===== src/rtl/vga_pkg.sv =====
// Shared VGA raster constants and types: 640x480@60 default timing, coordinate
// and colour widths used by the scan generator and its axis counters.
package vga_pkg;
    localparam int COORD_W = 11;
    localparam int COLOR_W = 3;

    localparam int DEF_H_VISIBLE = 640;
    localparam int DEF_H_FRONT   = 16;
    localparam int DEF_H_SYNC    = 96;
    localparam int DEF_H_BACK    = 48;
    localparam int DEF_V_VISIBLE = 480;
    localparam int DEF_V_FRONT   = 10;
    localparam int DEF_V_SYNC    = 2;
    localparam int DEF_V_BACK    = 33;

    function automatic int axis_total(int vis, int front, int sync, int back);
        return vis + front + sync + back;
    endfunction

    localparam int H_TOTAL = axis_total(DEF_H_VISIBLE, DEF_H_FRONT, DEF_H_SYNC, DEF_H_BACK);
    localparam int V_TOTAL = axis_total(DEF_V_VISIBLE, DEF_V_FRONT, DEF_V_SYNC, DEF_V_BACK);

    typedef logic [COORD_W-1:0] coord_t;
    typedef logic [COLOR_W-1:0] color_t;
endpackage


===== src/rtl/vga_scan_generator_if.sv =====
// Raster bus between the scan generator (master) and the renderer / DAC side
// (slave): scan coordinates out, combinational colour back, registered pins out.
interface vga_scan_if;
    import vga_pkg::*;
    coord_t x;
    coord_t y;
    color_t rIn, gIn, bIn;
    color_t r, g, b;
    logic   hs;
    logic   vs;
    logic   frameStart;

    modport master (output x, y, r, g, b, hs, vs, frameStart,
                    input  rIn, gIn, bIn);
    modport slave  (input  x, y, r, g, b, hs, vs, frameStart,
                    output rIn, gIn, bIn);
endinterface


===== src/rtl/vga_axis_counter.sv =====
// One raster axis: counts 0..TOTAL-1 when enabled and flags wrap, sync window
// and visible region for the current count.
module vga_axis_counter
    import vga_pkg::*;
#(
    parameter int VISIBLE = DEF_H_VISIBLE,
    parameter int FRONT   = DEF_H_FRONT,
    parameter int SYNC    = DEF_H_SYNC,
    parameter int BACK    = DEF_H_BACK
) (
    input  logic   clk,
    input  logic   rst,
    input  logic   en_i,
    output coord_t cnt_o,
    output logic   wrap_o,
    output logic   sync_o,
    output logic   visible_o
);
    localparam int TOTAL   = axis_total(VISIBLE, FRONT, SYNC, BACK);
    localparam int SYNC_LO = VISIBLE + FRONT;
    localparam int SYNC_HI = SYNC_LO + SYNC;

    coord_t cnt_q, cnt_d;

    // wrap_o is qualified by en_i so it can chain straight into the next axis
    assign wrap_o    = en_i && (cnt_q == COORD_W'(TOTAL - 1));
    assign sync_o    = (cnt_q >= COORD_W'(SYNC_LO)) && (cnt_q < COORD_W'(SYNC_HI));
    assign visible_o = (cnt_q < COORD_W'(VISIBLE));
    assign cnt_o     = cnt_q;

    always_comb begin
        cnt_d = cnt_q;
        if (en_i) cnt_d = wrap_o ? '0 : cnt_q + COORD_W'(1);
    end

    always_ff @(posedge clk or negedge rst) begin
        if (!rst) cnt_q <= '0;
        else      cnt_q <= cnt_d;
    end
endmodule


===== src/rtl/vga_scan_generator.sv =====
// VGA raster generator: pixel-tick divider, h/v scan counters, and an output
// stage that blanks and registers colour together with hs/vs (one pixel lag).
module vga_scan_generator
    import vga_pkg::*;
#(
    parameter int   CLK_DIV   = 2,
    parameter int   H_VISIBLE = DEF_H_VISIBLE,
    parameter int   H_FRONT   = DEF_H_FRONT,
    parameter int   H_SYNC    = DEF_H_SYNC,
    parameter int   H_BACK    = DEF_H_BACK,
    parameter int   V_VISIBLE = DEF_V_VISIBLE,
    parameter int   V_FRONT   = DEF_V_FRONT,
    parameter int   V_SYNC    = DEF_V_SYNC,
    parameter int   V_BACK    = DEF_V_BACK,
    parameter logic SYNC_POL  = 1'b0
) (
    input  logic       clk,
    input  logic       rst,
    vga_scan_if.master bus
);
    localparam int DIV_W = (CLK_DIV > 1) ? $clog2(CLK_DIV) : 1;

    logic [DIV_W-1:0] divCnt_q, divCnt_d;
    logic             pixTick;
    logic             hWrap, hSync, hVis;
    logic             vWrap, vSync, vVis;
    coord_t           hCnt, vCnt;
    color_t           r_q, g_q, b_q, r_d, g_d, b_d;
    logic             hs_q, vs_q, hs_d, vs_d;

    // With CLK_DIV=1 the compare is against 0, so divCnt stays at 0 and every clk ticks
    assign pixTick  = (divCnt_q == DIV_W'(CLK_DIV - 1));
    assign divCnt_d = pixTick ? '0 : divCnt_q + DIV_W'(1);

    vga_axis_counter #(
        .VISIBLE(H_VISIBLE), .FRONT(H_FRONT), .SYNC(H_SYNC), .BACK(H_BACK)
    ) u_h (
        .clk(clk), .rst(rst), .en_i(pixTick),
        .cnt_o(hCnt), .wrap_o(hWrap), .sync_o(hSync), .visible_o(hVis)
    );

    vga_axis_counter #(
        .VISIBLE(V_VISIBLE), .FRONT(V_FRONT), .SYNC(V_SYNC), .BACK(V_BACK)
    ) u_v (
        .clk(clk), .rst(rst), .en_i(hWrap),
        .cnt_o(vCnt), .wrap_o(vWrap), .sync_o(vSync), .visible_o(vVis)
    );

    always_comb begin
        r_d  = r_q;
        g_d  = g_q;
        b_d  = b_q;
        hs_d = hs_q;
        vs_d = vs_q;
        if (pixTick) begin
            r_d  = (hVis && vVis) ? bus.rIn : '0;
            g_d  = (hVis && vVis) ? bus.gIn : '0;
            b_d  = (hVis && vVis) ? bus.bIn : '0;
            hs_d = hSync ? SYNC_POL : ~SYNC_POL;
            vs_d = vSync ? SYNC_POL : ~SYNC_POL;
        end
    end

    always_ff @(posedge clk or negedge rst) begin
        if (!rst) begin
            divCnt_q <= '0;
            r_q      <= '0;
            g_q      <= '0;
            b_q      <= '0;
            hs_q     <= ~SYNC_POL;
            vs_q     <= ~SYNC_POL;
        end else begin
            divCnt_q <= divCnt_d;
            r_q      <= r_d;
            g_q      <= g_d;
            b_q      <= b_d;
            hs_q     <= hs_d;
            vs_q     <= vs_d;
        end
    end

    assign bus.x          = hCnt;
    assign bus.y          = vCnt;
    assign bus.r          = r_q;
    assign bus.g          = g_q;
    assign bus.b          = b_q;
    assign bus.hs         = hs_q;
    assign bus.vs         = vs_q;
    // vWrap already implies pixTick and hCnt at its last value
    assign bus.frameStart = vWrap;
endmodule


===== src/flat_wrapper.sv =====
// flat-port wrapper written by rule: the top's interface ports become plain ports
module vga_scan_generator_flat import vga_pkg::*;
#(
    parameter int   CLK_DIV   = 2,
    parameter int   H_VISIBLE = DEF_H_VISIBLE,
    parameter int   H_FRONT   = DEF_H_FRONT,
    parameter int   H_SYNC    = DEF_H_SYNC,
    parameter int   H_BACK    = DEF_H_BACK,
    parameter int   V_VISIBLE = DEF_V_VISIBLE,
    parameter int   V_FRONT   = DEF_V_FRONT,
    parameter int   V_SYNC    = DEF_V_SYNC,
    parameter int   V_BACK    = DEF_V_BACK,
    parameter logic SYNC_POL  = 1'b0
)
  (clk, rst, bus_x, bus_y, bus_r, bus_g, bus_b, bus_hs, bus_vs, bus_frameStart, bus_rIn, bus_gIn, bus_bIn);
  vga_scan_if bus_i ();
  input  logic clk;
  input  logic rst;
  output wire logic [$bits(bus_i.x)-1:0] bus_x;
  output wire logic [$bits(bus_i.y)-1:0] bus_y;
  output wire logic [$bits(bus_i.r)-1:0] bus_r;
  output wire logic [$bits(bus_i.g)-1:0] bus_g;
  output wire logic [$bits(bus_i.b)-1:0] bus_b;
  output wire logic [$bits(bus_i.hs)-1:0] bus_hs;
  output wire logic [$bits(bus_i.vs)-1:0] bus_vs;
  output wire logic [$bits(bus_i.frameStart)-1:0] bus_frameStart;
  input wire logic [$bits(bus_i.rIn)-1:0] bus_rIn;
  input wire logic [$bits(bus_i.gIn)-1:0] bus_gIn;
  input wire logic [$bits(bus_i.bIn)-1:0] bus_bIn;
  assign bus_x = bus_i.x;
  assign bus_y = bus_i.y;
  assign bus_r = bus_i.r;
  assign bus_g = bus_i.g;
  assign bus_b = bus_i.b;
  assign bus_hs = bus_i.hs;
  assign bus_vs = bus_i.vs;
  assign bus_frameStart = bus_i.frameStart;
  assign bus_i.rIn = bus_rIn;
  assign bus_i.gIn = bus_gIn;
  assign bus_i.bIn = bus_bIn;
  vga_scan_generator #(.CLK_DIV(CLK_DIV), .H_VISIBLE(H_VISIBLE), .H_FRONT(H_FRONT), .H_SYNC(H_SYNC), .H_BACK(H_BACK), .V_VISIBLE(V_VISIBLE), .V_FRONT(V_FRONT), .V_SYNC(V_SYNC), .V_BACK(V_BACK), .SYNC_POL(SYNC_POL)) u_core (.clk(clk), .rst(rst), .bus(bus_i));
endmodule

===== config.mk =====
export PLATFORM = sky130hd
export DESIGN_NAME = vga_scan_generator_flat
export DESIGN_NICKNAME = d
export VERILOG_FILES = /design/src/rtl/vga_pkg.sv /design/src/rtl/vga_scan_generator_if.sv /design/src/rtl/vga_axis_counter.sv /design/src/rtl/vga_scan_generator.sv /design/src/flat_wrapper.sv
export SDC_FILE = /design/constraint.sdc
export NUM_CORES = 1
export LEC_CHECK = 0
export ABC_CLOCK_PERIOD_IN_PS = 1700
export BUFFER_PORTS_ARGS = -buffer_cell sky130_fd_sc_hd__buf_2
export CAP_MARGIN = 15
export CORE_MARGIN = 8
export CORE_UTILIZATION = 40
export DETAILED_ROUTE_END_ITERATION = 7
export PLACE_DENSITY = 0.71
export SKIP_LAST_GASP = 1
export SYNTH_ARGS = -nofsm -noshare
export SYNTH_HDL_FRONTEND = slang
export SYNTH_SLANG_ARGS = --single-unit

===== constraint.sdc =====
create_clock -name clk -period 1.7 [get_ports clk]
set_input_delay 0 -clock clk [delete_from_list [all_inputs] [get_ports clk]]
set_output_delay 0 -clock clk [all_outputs]
set_load 0.005 [all_outputs]

==> results of run 1 <==
[cells in the mapped netlist (all sizes together) (4+ instances only)]
| cell type | number |
|---|---|
| ha | 5 |
| xnor2 | 6 |
| xor2 | 7 |
| a21oi | 5 |
| nand2 | 12 |
| clkbuf | 4 |
| o21ai | 9 |
| nand4 | 7 |
| nand3 | 7 |
| a22o | 9 |
| nor3 | 4 |
| dfrtp | 32 |
| inv | 11 |
| nor2 | 8 |
[state kept, by name, summed over array words and instances (netlist names)]
signal            count
u_core.bus.b          3
u_core.bus.g          3
u_core.bus.hs         1
u_core.bus.r          3
u_core.bus.vs         1
u_core.divCnt_q       1
u_core.u_h.cnt_o     11
u_core.u_v.cnt_o     11
[repair_timing]
item	in CTS	in global routing
setup buffers	2	3
endpoints found under the hold margin	41	0
pin swaps	1	2
resized for setup	1	6
endpoints found under the setup margin	1	6
hold buffers	10	0
[metal layers]
metal | share of wire | GRT usage
met5 | 0 | 0
met2 | 0.50 | 0.215
met3 | 0.057 | 0.0439
met1 | 0.43 | 0.170
met4 | 0.014 | 0.0436
[cells by family (layout without fill, tap and decap cells)]
family | after synthesis | count (layout) | synth area share
AOI/OAI and AO/OA | 28 | 28 | 0.115
and+or+nand+nor | 57 | 57 | 0.212
xor gates and xnor gates | 13 | 13 | 0.0700
adders and majority gates | 5 | 5 | 0.0385
DFF | 34 | 34 | 0.525
buffers and inverters | 17 | 95 | 0.0408
[path summary, 6_finish.rpt]
path | from | end | slack (ps) | cells after the start
min reg2reg | u_core.bus.vs | u_core.bus.vs | 490 | 2
min | rst | u_core.bus.g[2] | 330 | 2
max reg2reg | u_core.u_h.cnt_o[10] | u_core.u_v.cnt_o[4] | 70 | 5
max | u_core.u_h.cnt_o[10] | u_core.u_v.cnt_o[4] | 70 | 5
min in group clk | bus_bIn[0] | u_core.bus.b[0] | 470 | 3
max in group asynchronous | rst | u_core.u_v.cnt_o[1] | 830 | 2
[power groups by stage]
stage	clock network (mW)	registers, mW	logic [mW]
after floorplan	0	0.842	0.00924
after global placement	0	0.840	0.0503
after detailed placement	0	0.840	0.0511
after CTS	0.904	0.824	0.0697
after global routing	0.939	0.826	0.0774
final	0.886	0.825	0.0693
[critical path, stage by stage (launching register included)]
cell and delay [ps]:
dfrtp_1 380, and4bb_1 370, nand4bb_4 150, buf_12 180, nand2b_1 200, o31ai_1 230
[final cells by class]
| class | instances | area share |
|---|---|---|
| clock buffer | 5 | 0.0294 |
| clock inverter | 3 | 0.0294 |
| inverter | 11 | 0.0176 |
| multi-input combinational | 103 | 0.318 |
| sequential | 34 | 0.366 |
| tap | 50 | 0.0267 |
| timing repair buffer | 76 | 0.213 |
[per-stage QoR]
| stage | worst slack [ps] | hold WS (ps) | TNS, ps | util |
|---|---|---|---|---|
| global placement | 134 | 110 | 0 | 0.510 |
| global route | -18.6 | 409 | -29.7 | 0.589 |
| CTS | 59.5 | 335 | 0 | 0.575 |
| detailed placement | 43.5 | 106 | 0 | 0.510 |
| floorplan | 179 | -296 | 0 | - |
| finish | 68.2 | 325 | 0 | 0.589 |
==> metrics.md, run 1 <==
| Metric | Value |
|---|---|
| Synth top area share | 0.492 |
| Fraction of registers with async set/reset | 1.00 |
| Final Hold Viols | 0 |
| PD cells | 761 nW/um^2 |
| Period utilization | 0.960 |
| Global Route Usage Sum | 0.135 |
| Share of cells above drive strength 1 | 0.375 |
| Mapped Cells | 154 |
| F_max | 613 MHz |
| Synthesized net count | 170 |
| Io pins | 45 |
| Most used DFF post-synth | dfrtp_1 |
| Clock sinks | 34 |
| Number of nets in the layout | 247 |
| IO Port Bufs | 44 |
| Final WL | 4.35 mm |
| TritonCTS clock tree | built |
| DRC violations left | 0 |
| Final Wtd Congestion | 0.811 |
| Post-route ant nets | 0 |
| Setup violators final | 0 |
| NetSw | 0.336 mW |
| Post-synth EDFFs | 0 |
| Power share of the clock group | 0.498 |
| Worst EP arrival | 1820 ps |
| Largest net degree at the start of global routing | 35 |
| Clock latency on the worst-skew pair | 290 ps |
| Die H | 79.8 microns |
| Antenna violations before repair | 0 |
| Distinct cell type count after synthesis | 33 |
| Die area | 6360 sq um |
| First-pass GRT wire length | 6.85 mm |
| Vias in the first global route | 1,442 |
| Commonest non-fill, non-tap cells in the layout | buf_2 (44), dfrtp_1 (30), buf_4 (21) |
| Post-DP HPWL | 2.85 mm |
| Post-DP Area | 2020 sq um |
| Final setup skew | 7.94 ps |
| Switching part of the total power | 0.189 |
| Row Count | 23 |
| Setup CP Type | flop to flop |
| Initial core utilization | 0.410 |
| Area delta synth->final | 43.8% |
| H-tree levels | 2 |
| Crit. End Element | flop |
| Mapped Avg Cell Area | 10.6 sq um |
| Sequential share of the synthesized area | 0.525 |
| Crit Path Max Fanout | 20 |
| Drt wl/cell | 15.4 microns |
| Most area-consuming cells after synthesis | dfrtp_1 (49%), a22o_1 (4.8%), ha_1 (3.8%) |
| Final-report max-slew violation count | 0 |
| Syn. warnings | 0 |
| Final std cells w/o fill | 282 |
| Largest area contributor in the netlist | dfrtp_1 |
| Worst path required time | 1880 ps |
| Fillers | 342 |
| Final Cell Area | 2340 sq um |
| Num CTS Buffers | 5 |
| Antenna cells | 0 |
| CTS clk-pin slew, worst paths | 80 ps |
| DP Cell Count | 259 |
| Starting DRT DRC Count | 120 |
| Minimum clock period | 1630 ps |
| Core box area | 3970 sq um |
| RSZ-0062 raised after global routing | yes |
| Via count | 1,446 |
| Design Power | 1.78 mW |
| Hold Crit Class | input port to asynchronous set/reset pin |
| Die X-Extent | 79.8 microns |
| Multi-input logic area | 744 sq um |
| Cell Int Power | 1.44 mW |
| Startpoint types | flop |
| Maximum VDD drop | 397 uV |
| Commonest non-fill, non-tap cell in the layout | buf_2 |
| Combinational power share | 0.039 |
| Pleak | 1.16 nW |
| Vias per inst | 5.13 |
| CTS max path bufs | 2 |
| Seq cells post-synth | 34 |
| Total gr overflow | 0 |
| Max Cap Viol | 0 |
| Reg power frac | 0.464 |
| Mapped Area | 1630 sq um |
| Max transition margin | 0.486 |
| Outcome | completed |
| Register area | 856 sq um |
| Least-Margin Pin Slew | 771 ps |
| Root Buffer | clkbuf_8 |
| DRT Pass-1 Iters | 4 |
(Power assumes the default switching activity.)
==> inputs of run 2 (changes only) <==
- HOLD_SLACK_MARGIN: not set -> 0.12
- REMOVE_ABC_BUFFERS: not set -> 1
==> metrics.md, run 2 (same netlist as run 1, synthesis figures left out) <==
| Metric | Value |
|---|---|
| Outcome | completed |
| DP Cell Count | 260 (+0.39%) |
| Combinational power share | 0.044 (+0.005) |
| CP Buf/Inv Count | 1 (unchanged) |
| Final std cells w/o fill | 281 (-0.35%) |
| IO Port Bufs | 44 (unchanged) |
| WHS | 308 ps (-17.2 ps) |
| Top Family by Delay on Critical Path | simple AND/OR/NAND/NOR gates |
| Largest net degree at the start of global routing | 35 (unchanged) |
| Vias in the first global route | 1,446 (+0.28%) |
| Max Cap Viol | 0 (unchanged) |
| Core box area | 3970 sq um (unchanged) |
| Reg power frac | 0.545 (+0.081) |
| Power share of the clock group | 0.411 (-0.087) |
| Die X-Extent | 79.8 microns (unchanged) |
| Starting DRT DRC Count | 76 (-37%) |
| Number of nets in the layout | 246 (-0.40%) |
| Met3 Use GR | 0.0484 (+0.00450) |
| TritonCTS clock tree | built |
| Die area | 6360 sq um (unchanged) |
| Die H | 79.8 microns (unchanged) |
| Switching part of the total power | 0.219 (+0.0309) |
| DRT Pass-1 Iters | 4 (unchanged) |
| DRC violations left | 0 (unchanged) |
| Crit. End Element | flop |
| Final WL | 4.22 mm (-3.0%) |
| Pre-CTS setup slack | 53.8 ps (+10.3 ps) |
| H-tree levels | 2 (unchanged) |
| Fin util | 0.582 (-0.00756) |
| Setup violators final | 0 (unchanged) |
| Area delta synth->final | 42.0% |
| Root Buffer | clkbuf_8 |
| Startpoint types | flop |
| Via count | 1,442 (-0.28%) |
| Commonest non-fill, non-tap cells in the layout | buf_2 (44), dfrtp_1 (29), buf_4 (20) |
| Final Cell Area | 2310 sq um (-1.3%) |
| Final setup skew | 2.03 ps (-5.91 ps) |
| Vias per inst | 5.13 (about the same) |
| Grt met1 use | 0.168 (-0.00114) |
| Post-DP Area | 2030 sq um (+0.37%) |
| Row Count | 23 (unchanged) |
| Crit-path slowest cell | dfrtp_1 |
| PD cells | 656 nW/um^2 (-14%) |
| RSZ-0062 raised after global routing | yes |
| Initial core utilization | 0.410 (unchanged) |
| Critical Path Max Stage Delay | 420 ps (+40 ps) |
| Final Wtd Congestion | 0.845 (+4.2%) |
| Final-report max-slew violation count | 0 (unchanged) |
| Antenna violations before repair | 0 (unchanged) |
| Pleak | 1.15 nW (-0.93%) |
| Hold Crit Class | input port to asynchronous set/reset pin |
| Drt wl/cell | 15.0 microns (-2.7%) |
| Share of cells above drive strength 1 | 0.385 (+0.0103) |
| Worst EP arrival | 1830 ps (about the same) |
| Io pins | 45 (unchanged) |
| CTS max path bufs | 2 (unchanged) |
| Final Hold Viols | 0 (unchanged) |
| Crit Path Max Fanout | 19 (-5.0%) |
| Met2 usage | 0.209 (-0.00570) |
| Cell Int Power | 1.18 mW (-18%) |
| Final WS setup | 79.6 ps (+11.3 ps) |
| Num CTS Buffers | 5 (unchanged) |
| Post-DP HPWL | 2.90 mm (+1.6%) |
| Worst path required time | 1910 ps (+30 ps) |
| Worst-path cell chain | nand4_2 -> nand4bb_4 -> buf_12 -> nor4_4 -> xor2_1 |
| F_max | 617 MHz (+0.70%) |
| Total gr overflow | 0 (unchanged) |
| Clock latency on the worst-skew pair | 290 ps (about the same) |
| Antenna cells | 0 (unchanged) |
| Period utilization | 0.953 (-0.00667) |
| Minimum clock period | 1620 ps (-11.3 ps) |
| Final setup TNS | 0 ps (unchanged) |
| First-pass GRT wire length | 6.78 mm (-1.1%) |
| Max transition margin | 0.493 (+0.00718) |
| Maximum VDD drop | 426 uV (+7.4%) |
| R2r setup slk | 80 ps (about the same) |
| CTS clk-pin slew, worst paths | 70 ps (about the same) |
| NetSw | 0.332 mW (-0.98%) |
| Clock sinks | 34 (unchanged) |
| Design Power | 1.51 mW (-15%) |
| Setup CP Type | flop to flop |
| Global Route Usage Sum | 0.134 (-0.00107) |
| Post-route ant nets | 0 (unchanged) |
| Least-Margin Pin Slew | 760 ps (-10.8 ps) |
| Busiest grt layer | met2 |
| Commonest non-fill, non-tap cell in the layout | buf_2 |
==> run 2: what timing repair did <==
action                                  CTS  global route
gates resized for setup                   0            12
endpoints found under the setup margin    1             9
hold endpoints to repair                 41             0
pin swaps                                 1             3
buffers inserted                          1             2
hold buffers                             10             0
==> run 2: path summary, 6_finish.rpt <==
path / startpoint / endpoint / depth (start not counted)
setup / recovery: u_core.u_h.cnt_o[3] / u_core.u_v.cnt_o[10] / 5
hold / removal: rst / u_core.u_h.cnt_o[2] / 2
setup reg to reg: u_core.u_h.cnt_o[3] / u_core.u_v.cnt_o[10] / 5
hold reg to reg: u_core.bus.vs / u_core.bus.vs / 2
max in group asynchronous: rst / u_core.u_v.cnt_o[6] / 2
min in group clk: bus_gIn[2] / u_core.bus.g[2] / 3
==> run 2: metal layers <==
metal  part of all wire  wire length (microns)
met5                  0                      0
met4             0.0026                     11
met3              0.064                    272
met2               0.50                   2110
met1               0.43                   1830
==> run 2: area by class of cell <==
type,instances,area [sq um]
fill,345,1660
sequential,34,857
multi-input combinational,103,763
timing repair buffer,75,490
clock buffer,6,82.6
tap,50,62.6
inverter,11,41.3
clock inverter,2,12.5
==> run 2: power groups by stage <==
stage	clock network, mW	logic [mW]	registers, mW
4_1_cts	0.646	0.0690	0.825
2_1_floorplan	0	0.00924	0.842
5_1_grt	0.669	0.0752	0.826
6_report	0.622	0.0673	0.825
3_3_place_gp	0	0.0502	0.840
3_5_place_dp	0	0.0514	0.840
==> inputs of run 3 (changes only) <==
- BUFFER_PORTS_ARGS: -buffer_cell sky130_fd_sc_hd__buf_2 -> -buffer_cell sky130_fd_sc_hd__buf_4
- CTS_CLUSTER_DIAMETER: not set -> 30
- SLEW_MARGIN: not set -> 20
==> metrics.md, run 3 (same netlist as run 1, synthesis figures left out) <==
| Metric | Value |
|---|---|
| Outcome | completed |
| Final Wtd Congestion | 0.840 (-0.56%) |
| Vias per inst | 5.24 (+2.1%) |
| Least-Margin Pin Slew | 436 ps (-324 ps) |
| DRT Pass-1 Iters | 4 (unchanged) |
| Post-route ant nets | 0 (unchanged) |
| Worst setup startpoint | u_core.u_v.cnt_o[6] |
| Vias in the first global route | 1,465 (+1.3%) |
| Number of nets in the layout | 245 (-0.41%) |
| Maximum VDD drop | 475 uV (+11%) |
| Global Route Usage Sum | 0.141 (+0.00644) |
| Clock latency on the worst-skew pair | 290 ps (about the same) |
| Final setup skew | 6.61 ps (+4.58 ps) |
| Top Family by Delay on Critical Path | simple AND/OR/NAND/NOR gates |
| Post-DP HPWL | 2.92 mm (+0.82%) |
| Hold Crit Class | input port to asynchronous set/reset pin |
| Final Hold Viols | 0 (unchanged) |
| Pleak | 1.17 nW (+2.0%) |
| Die X-Extent | 79.8 microns (unchanged) |
| Final WL | 4.28 mm (+1.4%) |
| H-tree levels | 2 (unchanged) |
| Via count | 1,467 (+1.7%) |
| Root Buffer | clkbuf_8 |
| F_max | 618 MHz (+0.13%) |
| Critical Path Max Stage Delay | 510 ps (+90 ps) |
| Antenna violations before repair | 0 (unchanged) |
| Max Cap Viol | 0 (unchanged) |
| Final-report max-slew violation count | 0 (unchanged) |
| IO Port Bufs | 44 (unchanged) |
| Crit path to | u_core.u_v.cnt_o[9] |
| Worst R2R Path Depth | 4 (-1) |
| Core box area | 3970 sq um (unchanged) |
| PD cells | 745 nW/um^2 (+14%) |
| Initial core utilization | 0.410 (unchanged) |
| Period utilization | 0.952 (-0.00126) |
| Row Count | 23 (unchanged) |
| Share of cells above drive strength 1 | 0.352 (-0.0331) |
| Setup CP Type | flop to flop |
| Worst path required time | 1910 ps (about the same) |
| DRC violations left | 0 (unchanged) |
| DP Cell Count | 261 (+0.38%) |
| First-pass GRT wire length | 7.13 mm (+5.2%) |
| Final WS setup | 81.7 ps (+2.15 ps) |
| Crit-path slowest cell | or4b_1 |
| Crit Path Max Fanout | 6 (-13) |
| Startpoint types | flop |
| Worst path depth | 4 (-1) |
| Final setup TNS | 0 ps (unchanged) |
| Starting DRT DRC Count | 82 (+7.9%) |
| FF-to-FF Start | u_core.u_v.cnt_o[6] |
| Design Power | 1.80 mW (+19%) |
| CTS clk-pin slew, worst paths | 80 ps (about the same) |
| Die area | 6360 sq um (unchanged) |
| Die H | 79.8 microns (unchanged) |
| Num CTS Buffers | 5 (unchanged) |
| Minimum clock period | 1620 ps (-2.15 ps) |
| Antenna cells | 0 (unchanged) |
| Drt wl/cell | 15.3 microns (+1.8%) |
| WHS | 193 ps (-115 ps) |
| Worst-path cell chain | nand4_2 -> or4b_1 -> or3_1 -> o21ai_1 |
| Final Cell Area | 2410 sq um (+4.4%) |
| R2r setup slk | 80 ps (about the same) |
| CTS max path bufs | 2 (unchanged) |
| Largest net degree at the start of global routing | 35 (unchanged) |
| Io pins | 45 (unchanged) |
| Post-DP Area | 2150 sq um (+5.8%) |
| Area delta synth->final | 48.2% |
| Setup violators final | 0 (unchanged) |
| Commonest non-fill, non-tap cells in the layout | buf_4 (63), dfrtp_1 (31), nand2_1 (12) |
| Worst EP arrival | 1830 ps (about the same) |
| Total gr overflow | 0 (unchanged) |
| Crit. End Element | flop |
| CP Buf/Inv Count | 0 (-1) |
| TritonCTS clock tree | built |
| FF-to-FF End | u_core.u_v.cnt_o[9] |
| Commonest non-fill, non-tap cell in the layout | buf_4 |
| Pre-CTS setup slack | 73.4 ps (+19.6 ps) |
| Fin util | 0.607 (+0.0255) |
| Final std cells w/o fill | 280 (-0.36%) |
| Max transition margin | 0.710 (+0.216) |
| RSZ-0062 raised after global routing | yes |
| Clock sinks | 34 (unchanged) |
## run 3: cell type report
cell class / instances / area (sq um)
timing repair buffer: 74 / 593
tap: 50 / 62.6
clock inverter: 3 / 68.8
sequential: 34 / 855
multi-input combinational: 103 / 722
fill: 334 / 1560
clock buffer: 5 / 68.8
inverter: 11 / 41.3
## run 3: metal layers
metal  share of wire  global-route usage  up-vias
li1                -                   -      699
met1            0.45               0.169      723
met2            0.48               0.228       39
met3           0.061              0.0495        6
met4           0.012              0.0491        0
met5               0                   0        -
## run 3: timing repair
action,4_1_cts,5_1_grt
hold buffers,10,0
setup endpoints to repair,1,8
setup buffers,1,0
pin swaps,1,0
hold endpoints to repair,43,0
resized for setup,0,3
## run 3: power breakdown
| group | total, mW | internal [mW] | switching [mW] | leakage (nW) |
|---|---|---|---|---|
| clock network | 0.888 | 0.587 | 0.301 | 0.0683 |
| registers | 0.826 | 0.820 | 0.00636 | 0.431 |
| logic | 0.0823 | 0.0497 | 0.0327 | 0.674 |
## run 3: how the worst min path moves through the flow
stage,from,endpoint,slack [ps],cells after the start
floorplan,rst,u_core.bus.b[0],-300,0
global placement,rst,u_core.u_h.cnt_o[4],-30,1
detailed placement,rst,u_core.u_h.cnt_o[4],-20,1
CTS,rst,u_core.u_h.cnt_o[10],200,2
global route,rst,u_core.u_h.cnt_o[9],250,2
finish,rst,u_core.u_h.cnt_o[7],190,2
## run 3: worst register-to-register path, stage by stage (launching register included)
cell and delay (ps):
dfrtp_1 480, nand4_2 160, or4b_1 510, or3_1 320
o21ai_1 80
